## config.mk

```make
export PLATFORM = sky130hd
export DESIGN_NAME = top_k_insert_sorter
export DESIGN_NICKNAME = d
export VERILOG_FILES = /design/src/rtl/top_k_insert_sorter.sv
export SDC_FILE = /design/constraint.sdc
export NUM_CORES = 1
export LEC_CHECK = 0
export ABC_AREA = 1
export BUFFER_PORTS_ARGS = -buffer_cell sky130_fd_sc_hd__buf_2
export CORE_AREA = 2 2 168 170
export CTS_CLUSTER_SIZE = 25
export DETAILED_ROUTE_END_ITERATION = 12
export DIE_AREA = 0 0 170 172
export GPL_TIMING_DRIVEN = 0
export PLACE_DENSITY = 0.94
export SYNTH_ARGS = -nofsm -noshare
export SYNTH_HDL_FRONTEND = slang
export SYNTH_SLANG_ARGS = --single-unit
```

## constraint.sdc

```tcl
create_clock -name clk -period 16.7 [get_ports clk]
set_input_delay 0.835 -clock clk [delete_from_list [all_inputs] [get_ports clk]]
set_output_delay 0.835 -clock clk [all_outputs]
set_load 0.005 [all_outputs]
```

## src/rtl/top_k_insert_sorter.sv

```systemverilog
// Keeps the K nearest (distance, index) candidates of one query in a sorted insertion
// shift register and pulses top_k_done with the final list at end of stream.
module top_k_insert_sorter #(
    parameter int unsigned K      = 8,
    parameter int unsigned DIST_W = 16,
    parameter int unsigned IDX_W  = 16
) (
    input  logic                         clk,
    input  logic                         rst,
    input  logic                         start,
    input  logic                         cand_valid,
    output logic                         cand_ready,
    input  logic [DIST_W-1:0]            cand_dist,
    input  logic [IDX_W-1:0]             cand_idx,
    input  logic                         cand_last,
    output logic [K-1:0][DIST_W-1:0]     top_k_dist,
    output logic [K-1:0][IDX_W-1:0]      top_k_idx,
    output logic [K-1:0]                 top_k_vld,
    output logic                         top_k_done,
    output logic                         busy
);

    localparam int unsigned CNT_W = $clog2(K + 1);

    typedef enum logic [1:0] {
        IDLE    = 2'd0,
        COLLECT = 2'd1,
        DONE    = 2'd2
    } state_t;

    state_t state, state_nxt;
    logic   clear;
    logic   accept;

    logic [CNT_W-1:0]            pos;
    logic [K-1:0][DIST_W-1:0]    dist_nxt;
    logic [K-1:0][IDX_W-1:0]     idx_nxt;
    logic [K-1:0]                vld_nxt;

    always_ff @(posedge clk) begin
        if (rst) state <= IDLE;
        else     state <= state_nxt;
    end

    always_comb begin
        state_nxt  = state;
        cand_ready = 1'b0;
        busy       = 1'b0;
        top_k_done = 1'b0;
        clear      = 1'b0;
        case (state)
            IDLE: begin
                if (start) begin
                    clear     = 1'b1;
                    state_nxt = COLLECT;
                end
            end
            COLLECT: begin
                cand_ready = 1'b1;
                busy       = 1'b1;
                if (cand_valid && cand_last) state_nxt = DONE;
            end
            DONE: begin
                busy       = 1'b1;
                top_k_done = 1'b1;
                state_nxt  = IDLE;
            end
            default: state_nxt = IDLE;
        endcase
    end

    assign accept = cand_valid & cand_ready;

    // Insert position: valid entries at or below the candidate stay ahead of it (stable ties).
    always_comb begin
        pos = '0;
        for (int unsigned i = 0; i < K; i++) begin
            if (top_k_vld[i] && (top_k_dist[i] <= cand_dist)) pos = pos + CNT_W'(1);
        end
    end

    // Slots past pos shift down by one; slot pos takes the candidate. pos == K leaves all as is.
    always_comb begin
        dist_nxt = top_k_dist;
        idx_nxt  = top_k_idx;
        vld_nxt  = top_k_vld;
        for (int unsigned i = 1; i < K; i++) begin
            if (CNT_W'(i) > pos) begin
                dist_nxt[i] = top_k_dist[i-1];
                idx_nxt[i]  = top_k_idx[i-1];
                vld_nxt[i]  = top_k_vld[i-1];
            end
        end
        for (int unsigned i = 0; i < K; i++) begin
            if (CNT_W'(i) == pos) begin
                dist_nxt[i] = cand_dist;
                idx_nxt[i]  = cand_idx;
                vld_nxt[i]  = 1'b1;
            end
        end
    end

    always_ff @(posedge clk) begin
        if (rst || clear) begin
            top_k_dist <= '1;
            top_k_idx  <= '0;
            top_k_vld  <= '0;
        end else if (accept) begin
            top_k_dist <= dist_nxt;
            top_k_idx  <= idx_nxt;
            top_k_vld  <= vld_nxt;
        end
    end

endmodule

```

==> results_dict.tcl <==
set metrics [dict create \
    timing.critical_path.max_delay_family "simple AND/OR/NAND/NOR gates" \
    tritoncts.num_buffers 31 \
    setup-tns-final_ps 0 \
    critical_path.n_buffers_inverters 8 \
    ios 304 \
    yosys.area.top_type_share_pct 31.7 \
    clock_latency_ps 580 \
    num_rows 61 \
    cts_tree "yes" \
    hpwl_um 46100 \
    synth_edf_count 0 \
    synth.net_count 2768 \
    synthTopCellsByArea "sky130_fd_sc_hd__dfxtp_1, sky130_fd_sc_hd__nand2_1, sky130_fd_sc_hd__ha_1" \
    worst_ep_required_time_ps 17120 \
    ys.flop_type "sky130_fd_sc_hd__dfxtp_1" \
    drt_pre_antenna_iters 12 \
    netlist.top_cell.by_area "sky130_fd_sc_hd__dfxtp_1" \
    worst_slew_pin_slew_ps 902 \
    die_area_mm2 0.0292 \
    effective_utilization_at_floorplan_pct 61.2 \
    clk_path_buf_depth 3 \
    critical_path_class "primary input to flop" \
    path_common_cell "sky130_fd_sc_hd__nand2_1" \
    cellLeakagePower_nw 10.4 \
    relSlewSlack_pct 39.8 \
    fin_nets 3104 \
    crit_arrival_ps 7660 \
    cts.htree.levels 1 \
    cp-start-kind "primary input" \
    crit_path_max_fanout 15 \
    detail_route.wl_per_cell_um 18.1 \
    initial_antenna_violation_count 1 \
    ys_async_rst_share_pct 0 \
    timing.final.crit_share_pct 43.4 \
    violations_in_the_final_reports "DRC" \
    buffer_count_from_post_cts_setup_fixing 0 \
    place.port_buffers 303 \
    ys.warnings.count 0 \
    final.setup_skew_ps 20.3 \
    grt_setup_unrepaired "false" \
    fin_crit_ps 7240 \
    die_w_um 170 \
    yosysSeqAreaShare_pct 31.7 \
    worst_path_max_delay_cell "sky130_fd_sc_hd__inv_1" \
    postSynthAreaPerCell_um2 6.49 \
    num_vias 19400 \
    hold_violations 0 \
    worst_ir_drop_vdd_mv 0.0812 \
    slew_violations 0 \
    layout.core_utilization_pct 72.1 \
    rr_startpoint "top_k_dist[17]" \
    synth-seq-cells 266 \
    critical_path.startpoint "cand_dist[15]" \
    achievable-frequency_mhz 138 \
    min_path_type "flop to flop" \
    antenna_cells_inserted 0 \
    route.final.wire_length_um 59700 \
    cts_hold_buf 0 \
    globalplace.congestion 0.975 \
    drtIter0Drc 2532 \
    power_density_mw_per_mm2 129 \
    mappedNetlistArea_mm2 0.0168 \
    report.final.setup_viol 0 \
    worst_hold_startpoint "top_k_dist[0]" \
    grt_start_max_net_pins 16 \
    run_status "finished, violations left" \
    multi_input_gate_area_mm2 0.00951 \
    final-seq-area_mm2 0.00533 \
    drc_errors_left 1 \
    post_synth_inst_count 2590 \
    first_pass_grt_wire_length_um 91900 \
    clock-root-buffer "sky130_fd_sc_hd__clkbuf_16" \
    crit_path_max_incr_delay_ps 650 \
    global_route_congestion_overflow_total 0 \
    synth.lib_cells_used.distinct 46 \
    route.antenna.remaining_nets 0 \
    floorplan.core_area_mm2 0.0275 \
    area.growth.synth_to_final_pct 17.8 \
    post_cts_resized 0 \
    cts_num_sinks 266 \
    fill_cells 2292 \
    grt_pass1_vias 18100 \
    drive_gt1_share_pct 16.4 \
    timing.critical_path.to_type "flop" \
    post_drt_via_cell_ratio 5.88 \
    cts.clk_slew.worst_paths_ps 60 \
    cap_viol_max_count 0 \
    die_height_um 172 \
    grt.total_usage_pct 39.6 \
]
-- through the flow --
step	cell area (µm²)	power (W)	hold WS, ps	instances	worst slack [ps]
floorplan	16800	0.00147	474	2590	10550
CTS	19800	0.00252	476	3295	9670
global route	19800	0.00270	491	3295	9140
global placement	18800	0.00177	470	3239	9230
finish	19800	0.00255	475	3295	9460
detailed placement	18800	0.00182	460	3239	9130
-- layer usage --
layer	global-route usage (%)	wire length, µm	vias up
met3	9.06	6930	267
met4	25.1	4140	2
li1	-	-	9047
met5	0	13	-
met2	63.6	25900	1263
met1	48.2	22800	8793
-- sequential cells by signal, summed over array words and instances (netlist names) --
signal / count
top_k_dist: 128
state: 2
top_k_idx: 128
top_k_vld: 8
-- path summary, 6_finish.rpt --
kind                         end  slack (ps)  cells past startpoint
setup / recovery  top_k_dist[31]        9460                     35
hold / removal     top_k_dist[0]         480                      2
setup reg to reg  top_k_dist[31]        9940                     32
hold reg to reg    top_k_dist[0]         480                      2
-- synth_stat cells (3+ instances only) --
library cell / n
sky130_fd_sc_hd__a211oi_1: 5
sky130_fd_sc_hd__nand2_1: 834
sky130_fd_sc_hd__nor3_1: 8
sky130_fd_sc_hd__buf_6: 7
sky130_fd_sc_hd__o2111ai_1: 3
sky130_fd_sc_hd__nand3_2: 11
sky130_fd_sc_hd__dfxtp_1: 266
sky130_fd_sc_hd__buf_1: 5
sky130_fd_sc_hd__buf_4: 17
sky130_fd_sc_hd__buf_2: 54
sky130_fd_sc_hd__nand4_1: 122
sky130_fd_sc_hd__inv_2: 10
sky130_fd_sc_hd__o21ai_1: 7
sky130_fd_sc_hd__clkbuf_1: 66
sky130_fd_sc_hd__nor2_1: 159
sky130_fd_sc_hd__nor2_2: 4
sky130_fd_sc_hd__nand3_1: 210
sky130_fd_sc_hd__nand2_2: 7
sky130_fd_sc_hd__o21ai_0: 93
sky130_fd_sc_hd__a21oi_1: 208
sky130_fd_sc_hd__nor3_2: 3
sky130_fd_sc_hd__ha_1: 141
sky130_fd_sc_hd__inv_1: 317
-- layout by cell type, fill, tap and decap left out, drive strengths merged --
cell type,netlist,layout
nand3b,2,2
o21bai,1,1
o2111ai,3,3
nand4,124,124
clkinv,0,7
clkbuf,66,109
clkinvlp,0,2
a31oi,2,2
nor3,11,11
xnor2,2,2
a21o,2,2
a221oi,1,1
a211oi,5,5
a21oi,210,210
or2,3,3
nor2,165,165
nand2,843,843
ha,141,141
buf,84,387
o211ai,2,2
inv,327,328
nand3,223,223
o21ai,101,101
o221ai,2,2
o31ai,1,1
o21a,2,2
dfxtp,266,266
nor4,1,1
bufinv,0,3
-- report_power, final --
group | total, W | switching, W | internal [W]
Clock | 0.000705 | 0.000285 | 0.000420
Combinational | 0.000975 | 0.000624 | 0.000351
Sequential | 0.000872 | 0.000121 | 0.000751
-- final cells by class --
cell class / count / share of cell area [%]
clock inverter: 13 / 0.751
inverter: 327 / 6.19
sequential: 266 / 26.9
tap: 346 / 2.18
timing repair buffer: 303 / 7.65
buffer: 150 / 3.83
multi-input combinational: 1847 / 48.0
clock buffer: 43 / 4.55
-- cell families (layout without fill, tap and decap cells) --
logic type	Yosys count	after routing	share of synthesized area [%]
flops	266	266	31.7
simple gates	1372	1372	35.6
buf+inv	477	836	11.8
fa+ha+maj	141	141	10.5
xor+xnor	2	2	0.149
compound gates	332	332	10.3
-- worst register-to-register path: cells and delay by family, from the launching register on --
kind / cells / cell delay [ps]
compound gates: 8 / 1560
fa+ha+maj: 5 / 1460
flops: 1 / 420
xor+xnor: 1 / 120
simple gates: 14 / 2250
buf+inv: 4 / 800
(Power assumes the default switching activity.)
